## src/rtl/dbg_req_scheduler.sv

```systemverilog
// dbg_req_scheduler: issues per-hart debug_req pulses at programmed cycle
// offsets after run start, snoops the data-memory write port for the
// completion flag and result word, and runs a timeout watchdog.
// Optional feature macro: DBG_SCHED_REPEAT_EN adds cfg_period_i so that a slot
// re-arms with delay+=period after each pulse (period 0 = one-shot).

// One config slot: holds delay/period, fires a PULSE_CYCLES-long request.
module dbg_req_slot #(
  parameter int CNT_W        = 16,
  parameter int PULSE_CYCLES = 1
) (
  input  logic             clk_i,
  input  logic             rst_ni,
  input  logic             clr_i,
  input  logic             wr_i,
  input  logic [CNT_W-1:0] delay_i,
  input  logic [CNT_W-1:0] period_i,
  input  logic             run_i,
  input  logic [CNT_W-1:0] cycle_i,
  output logic             req_o
);
  localparam int PW = (PULSE_CYCLES > 1) ? $clog2(PULSE_CYCLES) : 1;

  logic             armed;
  logic [CNT_W-1:0] delay;
  logic [CNT_W-1:0] period;
  logic [PW-1:0]    cnt;
  logic [CNT_W:0]   next_delay;

  // Carry bit flags a re-arm offset that no longer fits the counter.
  assign next_delay = {1'b0, delay} + {1'b0, period};

  // Slot state: write, trigger on delay match, count pulse, re-arm or disarm.
  always_ff @(posedge clk_i) begin
    if (!rst_ni || clr_i) begin
      armed  <= 1'b0;
      delay  <= '0;
      period <= '0;
      cnt    <= '0;
      req_o  <= 1'b0;
    end else begin
      if (wr_i) begin
        armed  <= 1'b1;
        delay  <= delay_i;
        period <= period_i;
      end
      if (!run_i) begin
        // Leaving RUN (done/timeout/abort) truncates any pulse immediately.
        req_o <= 1'b0;
      end else if (req_o) begin
        if (cnt == '0) begin
          req_o <= 1'b0;
          if (period != '0 && !next_delay[CNT_W]) delay <= next_delay[CNT_W-1:0];
          else                                     armed <= 1'b0;
        end else begin
          cnt <= cnt - 1'b1;
        end
      end else if (armed && cycle_i == delay) begin
        req_o <= 1'b1;
        cnt   <= PW'(PULSE_CYCLES - 1);
      end
    end
  end
endmodule

module dbg_req_scheduler #(
  parameter int          NUM_HARTS    = 2,
  parameter int          CNT_W        = 16,
  parameter int          DATA_W       = 32,
  parameter int          PULSE_CYCLES = 1,
  parameter logic [31:0] FLAG_ADDR    = 32'h0000_0000,
  parameter logic [31:0] RESULT_ADDR  = 32'h0000_0004,
  localparam int         HW           = (NUM_HARTS > 1) ? $clog2(NUM_HARTS) : 1
) (
  input  logic                 clk_i,
  input  logic                 rst_ni,
  input  logic                 start_i,
  input  logic                 cfg_valid_i,
  input  logic [HW-1:0]        cfg_hart_i,
  input  logic [CNT_W-1:0]     cfg_delay_i,
`ifdef DBG_SCHED_REPEAT_EN
  input  logic [CNT_W-1:0]     cfg_period_i,
`endif
  output logic                 cfg_ready_o,
  input  logic [CNT_W-1:0]     timeout_i,
  input  logic                 mem_we_i,
  input  logic [31:0]          mem_addr_i,
  input  logic [DATA_W-1:0]    mem_wdata_i,
  output logic [NUM_HARTS-1:0] debug_req_o,
  output logic                 busy_o,
  output logic                 done_o,
  output logic                 timeout_o,
  output logic [DATA_W-1:0]    result_o,
  output logic [CNT_W-1:0]     cycle_o
);
  typedef enum logic [2:0] {IDLE, ARMED, RUN, DONE, TIMEOUT} state_t;

  localparam logic [31:0] WORD_MASK = ~32'h3;

  state_t           state;
  logic [CNT_W-1:0] period;
  logic [CNT_W-1:0] tmo_lim;
  logic             hart_ok, cfg_wr, flag_hit, res_hit, tmo_hit, run_stay, slot_clr;

`ifdef DBG_SCHED_REPEAT_EN
  assign period = cfg_period_i;
`else
  assign period = '0;
`endif

  assign hart_ok  = (int'(cfg_hart_i) < NUM_HARTS);
  assign cfg_wr   = cfg_valid_i && cfg_ready_o && hart_ok;
  // Word-granular address match: byte offset bits are masked off.
  assign flag_hit = (state == RUN) && mem_we_i && (mem_wdata_i != '0) &&
                    ((mem_addr_i & WORD_MASK) == (FLAG_ADDR & WORD_MASK));
  assign res_hit  = (state == RUN) && mem_we_i &&
                    ((mem_addr_i & WORD_MASK) == (RESULT_ADDR & WORD_MASK));
  assign tmo_lim  = timeout_i - 1'b1;
  assign tmo_hit  = (state == RUN) && (timeout_i != '0) && (cycle_o == tmo_lim);
  // Slots may only trigger/continue while RUN persists into the next cycle.
  assign run_stay = (state == RUN) && start_i && !flag_hit && !tmo_hit;
  // Any return to IDLE wipes the slots.
  assign slot_clr = (state == RUN || state == DONE || state == TIMEOUT) && !start_i;

  for (genvar h = 0; h < NUM_HARTS; h++) begin : g_slot
    dbg_req_slot #(.CNT_W(CNT_W), .PULSE_CYCLES(PULSE_CYCLES)) u_slot (
      .clk_i    (clk_i),
      .rst_ni   (rst_ni),
      .clr_i    (slot_clr),
      .wr_i     (cfg_wr && (int'(cfg_hart_i) == h)),
      .delay_i  (cfg_delay_i),
      .period_i (period),
      .run_i    (run_stay),
      .cycle_i  (cycle_o),
      .req_o    (debug_req_o[h])
    );
  end

  // Control FSM with registered status outputs, cycle counter and result latch.
  always_ff @(posedge clk_i) begin
    if (!rst_ni) begin
      state       <= IDLE;
      cfg_ready_o <= 1'b1;
      busy_o      <= 1'b0;
      done_o      <= 1'b0;
      timeout_o   <= 1'b0;
      result_o    <= '0;
      cycle_o     <= '0;
    end else begin
      case (state)
        IDLE, ARMED: begin
          if (start_i) begin
            state       <= RUN;
            busy_o      <= 1'b1;
            cfg_ready_o <= 1'b0;
            cycle_o     <= '0;
            result_o    <= '0;
          end else if (cfg_wr) begin
            state <= ARMED;
          end
        end
        RUN: begin
          if (res_hit) result_o <= mem_wdata_i;
          if (!start_i) begin
            state       <= IDLE;
            busy_o      <= 1'b0;
            cfg_ready_o <= 1'b1;
          end else if (flag_hit) begin
            state  <= DONE;
            busy_o <= 1'b0;
            done_o <= 1'b1;
          end else if (tmo_hit) begin
            state     <= TIMEOUT;
            busy_o    <= 1'b0;
            timeout_o <= 1'b1;
          end else if (cycle_o != '1) begin
            cycle_o <= cycle_o + 1'b1;
          end
        end
        DONE, TIMEOUT: begin
          if (!start_i) begin
            state       <= IDLE;
            done_o      <= 1'b0;
            timeout_o   <= 1'b0;
            cfg_ready_o <= 1'b1;
          end
        end
        default: state <= IDLE;
      endcase
    end
  end
endmodule

```

## config.mk

```make
export PLATFORM = sky130hd
export DESIGN_NAME = dbg_req_scheduler
export DESIGN_NICKNAME = d
export VERILOG_FILES = /design/src/rtl/dbg_req_scheduler.sv
export SDC_FILE = /design/constraint.sdc
export NUM_CORES = 1
export LEC_CHECK = 0
export ABC_AREA = 0
export CORE_ASPECT_RATIO = 1.5
export CORE_MARGIN = 2
export CORE_UTILIZATION = 40
export CTS_CLUSTER_SIZE = 25
export DETAILED_ROUTE_END_ITERATION = 6
export DONT_BUFFER_PORTS = 1
export PLACE_DENSITY = 0.61
export SETUP_SLACK_MARGIN = 0.1
export SYNTH_ARGS = -nofsm -noshare
export SYNTH_HDL_FRONTEND = slang
export SYNTH_SLANG_ARGS = --single-unit
```

## constraint.sdc

```tcl
create_clock -name clk_i -period 7.3 [get_ports clk_i]
set_input_delay 1.095 -clock clk_i [delete_from_list [all_inputs] [get_ports clk_i]]
set_output_delay 1.095 -clock clk_i [all_outputs]
set_load 0.005 [all_outputs]
```

=== Word level (Yosys, flattened, before mapping) ===
Cells that the tools add are included.
Widths: inputs -> output; s select.

* Logic and storage cells: 138
* Register bits: 93
* Input bits: 102
* Output and inout bits: 54

* Add/subtract/negate cells: 4
* Reduce and logical (&&, ||, !) cells: 44
* Eq/ne operators: 21
* Bitwise operators: 2
* Muxes and demuxes: 52

{| class="wikitable"
|+ Operator list
! kind !! count
|-
| $mux 16 || 5
|-
| $mux 32 || 2
|-
| $pmux 32 s2 || 1
|-
| $eq 16x16->1 || 3
|-
| $logic_not 32->1 || 1
|-
| $mux 1 || 32
|-
| $pmux 16 s2 || 1
|-
| $reduce_bool 32->1 || 1
|-
| $eq 30x1->1 const B || 1
|-
| $mux 3 || 6
|-
| $ne 2x2->1 const B || 9
|-
| $add 16x1->16 const B || 1
|-
| $ne 16x16->1 const B || 1
|-
| $reduce_bool 16->1 || 1
|-
| $sub 16x1->16 const B || 1
|-
| $logic_and 1x1->1 || 15
|-
| $reduce_and 3->1 || 4
|-
| $reduce_bool 2->1 || 5
|-
| $pmux 3 s3 || 1
|-
| $pmux 1 s2 || 4
|-
| $eq 3x2->1 const B || 2
|-
| $reduce_and 6->1 || 1
|-
| $reduce_or 2->1 || 3
|-
| $reduce_and 5->1 || 1
|-
| 13 further kinds || 21
|}

=== Logic depth before layout (Yosys ltp) ===
* Depth in word-level cells: 9
* Mapped depth: 11
* Mapped depth without buffers: 9

=== Cells and area by module ===
Synthesis repeated with hierarchy kept, for this count alone.

* Cells, all modules: 966
* Area total of the unflattened synthesis: 8201.6 um2

{| class="wikitable"
|+ Modules (own cells, without submodules)
! module !! instances !! sequential area each (um2) !! cells each !! area an instance (um2)
|-
| dbg_req_slot || 2 || 680.7 || 276 || 2473.6
|-
| dbg_req_scheduler || 1 || 1101.1 || 414 || 3254.4
|}

=== Worst setup path after synthesis ===
OpenSTA, ideal clock, no wires.

* Path type: in2reg
* Start: input port timeout_i[0]
* End: register cycle_o[15]
* Data arrival time: 3.337 ns
* Path buffers: 1
* Library setup time: 0.070 ns
* Data required time: 7.230 ns
* Setup slack: 3.893 ns
* Cell stages on the path: 10
* Cell sequence: inv_1 -> ha_1 -> or3b_1 -> or4_1 -> o221ai_1 -> nor4_1 -> and4b_1 -> clkbuf_1 -> or4_1 -> a21oi_1

* Word-level cells in the longest chain between the ends: 5
* Elaborated cells between the ends (all ways): 7
* Classes of those cells: add/sub (1); eq/ne (2); reduce/logical (4)

{| class="wikitable"
|+ RTL lines
! what !! RTL line !! text
|-
| start: declaration || 85 || <nowiki>input logic [CNT_W-1:0] timeout_i,</nowiki>
|-
| $sub 16x1->16 / $reduce_bool 16->1 (equally long branches) || 118, 119 ||
|-
| $eq 16x16->1 / $logic_and 1x1->1 (equally long branches) || 119 || <nowiki>assign tmo_hit = (state == RUN) && (timeout_i != '0) && (cycle_o == tmo_lim);</nowiki>
|-
| $logic_and 1x1->1 * || 119 ||
|-
| $ne 2x2->1 (no source line) * || -- ||
|-
| $reduce_and 6->1 (no source line) * || -- ||
|-
| end signal: assignment || 177 || <nowiki>cycle_o <= cycle_o + 1'b1;</nowiki>
|-
| end: declaration || 94 || <nowiki>output logic [CNT_W-1:0] cycle_o</nowiki>
|}

Every way passes the cells marked *; elsewhere a longest branch is shown, timed or not.
A chain may end at the register's enable or synchronous reset.

=== Worst setup path after layout ===
* Start: input port timeout_i[1]
* End: register busy_o

* Word-level cells in the longest chain between the ends: 5
* Elaborated cells between the ends (all ways): 7
* Classes of those cells: add/sub (1); eq/ne (2); reduce/logical (4)

{| class="wikitable"
|+ RTL lines
! what !! RTL line !! text
|-
| $sub 16x1->16 / $reduce_bool 16->1 (equally long branches) || 118, 119 ||
|-
| $eq 16x16->1 / $logic_and 1x1->1 (equally long branches) || 119 ||
|-
| $logic_and 1x1->1 * || 119 ||
|-
| $ne 4x4->1 (no source line) * || -- ||
|-
| $reduce_and 3->1 (no source line) * || -- ||
|-
| end signal: assignment || 144 || <nowiki>busy_o <= 1'b0;</nowiki>
|-
| end signal: assignment || 154 || <nowiki>busy_o <= 1'b1;</nowiki>
|-
| end signal: assignment || 166 || <nowiki>busy_o <= 1'b0;</nowiki>
|-
| end: declaration || 90 || <nowiki>output logic busy_o,</nowiki>
|}

Marks and branches as above.

==> metrics.json <==
{
  "run_status": {
    "run_status": "finished, final reports clean"
  },
  "sta": {
    "smallest_hold_slack_ns": 0.4639,
    "timing.max_slew.rel_slack_pct": 26.09,
    "finalCritPeriodShare_pct": 53.13,
    "final-setup-viol-count": 0,
    "period_minus_slack_ns": 3.878,
    "timing.final.max_slew_violations": 0,
    "worstMarginPinSlew_ns": 1.106,
    "final_critical_path_setup_slack_ns": 3.422,
    "rsz0062_at_grt": "false",
    "max_frequency_mhz": 257.8,
    "setup-tns-final_ns": 0,
    "final_hold_viol_count": 0,
    "final.setup_skew_ns": 0.01200
  },
  "clock_tree": {
    "post_cts_buffers": 0,
    "tritoncts_num_sinks": 91,
    "cts_resized": 0,
    "clock-root-buffer": "sky130_fd_sc_hd__clkbuf_16",
    "clkLatencyLatePin_ns": 0.35,
    "tritoncts": "built",
    "ctsLongestPathBuffers": 2,
    "cts-htree-levels": 3,
    "cts_hold_buffers": 0,
    "worst_setup_hold_path_clk_slew_ns": 0.06,
    "tritoncts.num_buffers": 9
  },
  "synthesis": {
    "syn-cell-area_mm2": 0.004885,
    "synth.top_cell.area_share_pct": 37.30,
    "seq_area_frac_synth_pct": 37.30,
    "synthDominantAreaCellType": "sky130_fd_sc_hd__dfxtp_1",
    "number_of_instances_in_the_synthesized_netlist": 626,
    "yosysWarnings": 0,
    "number_of_enable_type_register_cells_in_the_synthesized_netlist": 0,
    "post-synth-top-count-cell": "sky130_fd_sc_hd__nand2_1",
    "syn_area_per_cell_um2": 7.803,
    "yosys_register_bits": 91,
    "most_instantiated_cells_after_synthesis": "116 x sky130_fd_sc_hd__nand2_1, 91 x sky130_fd_sc_hd__dfxtp_1, 52 x sky130_fd_sc_hd__a21oi_1",
    "synthesis.nets": 731,
    "unique_cell_type_count_in_the_yosys_netlist": 56,
    "ys_async_sr_fraction_pct": 0,
    "ys_top_cells_by_area": "sky130_fd_sc_hd__dfxtp_1 37%, sky130_fd_sc_hd__nand2_1 8.9%, sky130_fd_sc_hd__xnor2_1 5.6%",
    "ys_dominant_reg_cell": "sky130_fd_sc_hd__dfxtp_1"
  },
  "global_route": {
    "first_global_vias": 4339,
    "grt.overflow.total": 0,
    "maximum_number_of_pins_on_one_net_before_global_route_repair": 45,
    "number_of_antenna_violations_at_the_first_check_in_global_routing": 0,
    "groute.usage.overall_pct": 21.65,
    "grt_pass1_wl_um": 22080
  },
  "critical_path": {
    "r2r_setup_slack_ns": 4.04,
    "critPathArrivalTime_ns": 4.06,
    "timing.critical_path.buf_inv": 1,
    "timing.critical_path.mode_cell": "sky130_fd_sc_hd__or3_1",
    "critPathTopFamily": "simple AND/OR/NAND/NOR gates",
    "worstReg2RegStart": "state[1]",
    "timing.critical_path.slowest_cell_delay_ns": 0.88,
    "cp_cell_sequence": "inv_1, ha_1, or4b_1, or3_1, o31a_1, a311oi_2, and4b_1, or3_1, a21oi_1",
    "length_in_cells_of_the_worst_reg_to_reg_path": 6,
    "critical_path.slowest_cell": "sky130_fd_sc_hd__and4b_1",
    "rr_endpoint": "busy_o",
    "cp_max_fo": 29,
    "worst-endpoint-required_ns": 7.48,
    "worst-setup-path-type": "in2reg",
    "crit_path_end_kind": "flip-flop",
    "worstSetupStartpointType": "primary input"
  },
  "pwr": {
    "combPwrFrac_pct": 7.3,
    "total_switching_power_w": 0.0002612,
    "power_per_cell_area_mw_per_mm2": 208.7,
    "total_power_w": 0.001080,
    "intPower_w": 0.0008193,
    "static-leakage-power_nw": 1.668,
    "switching_share_pct": 24.17,
    "p_seq_share_pct": 47.7,
    "ir_worst_vdd_uv": 100.3,
    "power.share.clock_pct": 45.0
  },
  "floorplanning": {
    "die_area_mm2": 0.01313,
    "num_rows": 49,
    "core_area_mm2": 0.01196,
    "ioPinCount": 156,
    "die_height_um": 139.3,
    "floorplan.die.width_um": 94.23,
    "starting_density_of_the_core_pct": 40.86
  },
  "final_layout": {
    "layout-drive-gt1-share_pct": 4.414,
    "final_nets": 689,
    "area_delta_synth_final_pct": 5.968,
    "antenna_cells_inserted": 0,
    "final_cells": 742
  },
  "drt": {
    "via_per_inst": 5.883,
    "firstDrtPassIters": 7,
    "drt.antenna.violating_nets": 0,
    "detailroute.via_count": 4365,
    "detail_route.wl_per_cell_um": 19.46,
    "drt_wl_total_um": 14440,
    "number_of_remaining_drc_errors": 0,
    "initialDrtViolationCount": 239
  },
  "min_path": {
    "min-delay-path-class": "reg2reg",
    "min_delay_path_depth": 2,
    "end_point_of_the_most_critical_hold_path": "g_slot[0].u_slot.delay[13]",
    "hold_path.startpoint": "g_slot[0].u_slot.delay[13]"
  },
  "placement": {
    "placedCellCount": 726,
    "port_buffers": 0,
    "dpl_worst_slack_ns": 3.147,
    "dpl.hpwl_um": 10780,
    "place.gp.congestion": 0.8978
  },
  "run": {
    "drv_cap": 0
  }
}
routing by layer:
metal	global-route usage (%)	up-vias	share of wire, %
li1	-	2146	-
met1	21.80	2001	36
met2	40.38	191	53
met3	5.631	27	9.0
met4	10.07	0	2.8
met5	0	-	0
placed cells by master, fill, tap and decap left out, types with 2 or more instances in the layout:
master,count
sky130_fd_sc_hd__a31oi_1,4
sky130_fd_sc_hd__o22ai_1,2
sky130_fd_sc_hd__nand4_1,13
sky130_fd_sc_hd__o21bai_1,2
sky130_fd_sc_hd__and2_1,5
sky130_fd_sc_hd__mux2i_1,2
sky130_fd_sc_hd__a211oi_1,3
sky130_fd_sc_hd__nand2b_1,5
sky130_fd_sc_hd__inv_1,8
sky130_fd_sc_hd__xor2_1,23
sky130_fd_sc_hd__nor4b_1,3
sky130_fd_sc_hd__nand2_1,116
sky130_fd_sc_hd__ha_1,3
sky130_fd_sc_hd__nor3b_1,2
sky130_fd_sc_hd__and4_1,4
sky130_fd_sc_hd__nor3_1,13
sky130_fd_sc_hd__buf_4,4
sky130_fd_sc_hd__o31ai_1,13
sky130_fd_sc_hd__o211ai_1,2
sky130_fd_sc_hd__or2_2,2
sky130_fd_sc_hd__nand4b_1,2
sky130_fd_sc_hd__o31a_1,2
sky130_fd_sc_hd__or4_1,15
sky130_fd_sc_hd__or3_1,3
sky130_fd_sc_hd__dfxtp_1,91
sky130_fd_sc_hd__o21ai_1,2
sky130_fd_sc_hd__o21ai_0,6
sky130_fd_sc_hd__a221oi_1,2
sky130_fd_sc_hd__xnor2_1,31
sky130_fd_sc_hd__a21boi_0,32
sky130_fd_sc_hd__and3_1,4
sky130_fd_sc_hd__clkbuf_16,9
sky130_fd_sc_hd__inv_6,2
sky130_fd_sc_hd__nor2_1,18
sky130_fd_sc_hd__nand3_1,43
sky130_fd_sc_hd__nor4_1,23
sky130_fd_sc_hd__a21oi_1,52
registers in the layout, indices dropped and copies added, names as in the netlist:
name,flops
g_slot.u_slot.delay,32
done_o,1
timeout_o,1
g_slot.u_slot.armed,2
busy_o,1
result_o,32
cycle_o,16
g_slot.u_slot.req_o,2
cfg_ready_o,1
state,3
metrics by stage:
step | area, um2 | utilization (%)
after floorplan | 4885 | -
after detailed placement | 4866 | 40.70
final | 5176 | 43.30
after global placement | 4866 | 40.70
after CTS | 5176 | 43.30
after global routing | 5176 | 43.30
tightest hold or removal path, delay by kind of cell, from the launching register on:
family | cells | cell delay (ns)
AO/OA/AOI/OAI | 1 | 0.05
AND/OR/NAND/NOR | 1 | 0.05
flip-flops | 1 | 0.31
power groups by stage:
stage                     sequential, W  clock, W  combinational, W
final                          0.000515  0.000487         0.0000786
after global routing           0.000516  0.000515         0.0000877
after CTS                      0.000516  0.000494         0.0000791
after detailed placement       0.000527         0         0.0000786
after global placement         0.000527         0         0.0000767
after floorplan                0.000523         0         0.0000697
cell type report:
type	count	area [um2]
Clock inverter	5	67.56
Sequential cell	91	1822
Multi-Input combinational cell	470	2793
Tap cell	153	191.4
Inverter	8	30.03
Clock buffer	11	242.7
Fill cell	1228	6779
Timing Repair Buffer	4	30.03
worst max-delay path by stage:
| stage | from | endpoint | depth (start not counted) |
|---|---|---|---|
| after floorplan | timeout_i[0] | cycle_o[15] | 10 |
| after global placement | timeout_i[0] | busy_o | 9 |
| after detailed placement | timeout_i[0] | busy_o | 9 |
| after CTS | timeout_i[1] | busy_o | 9 |
| after global routing | timeout_i[0] | busy_o | 9 |
| final | timeout_i[1] | busy_o | 9 |
kinds of logic (layout without fill, tap and decap cells):
group / after synthesis / after routing / synth area share (%)
compound gates: 131 / 131 / 17.24
xor+xnor: 54 / 54 / 9.682
mux: 2 / 2 / 0.4099
buf+inv: 65 / 28 / 5.609
simple gates: 280 / 280 / 29.00
flops: 91 / 91 / 37.30
fa+ha+maj: 3 / 3 / 0.7685
No activity file was read; power rests on OpenSTA's default activity.
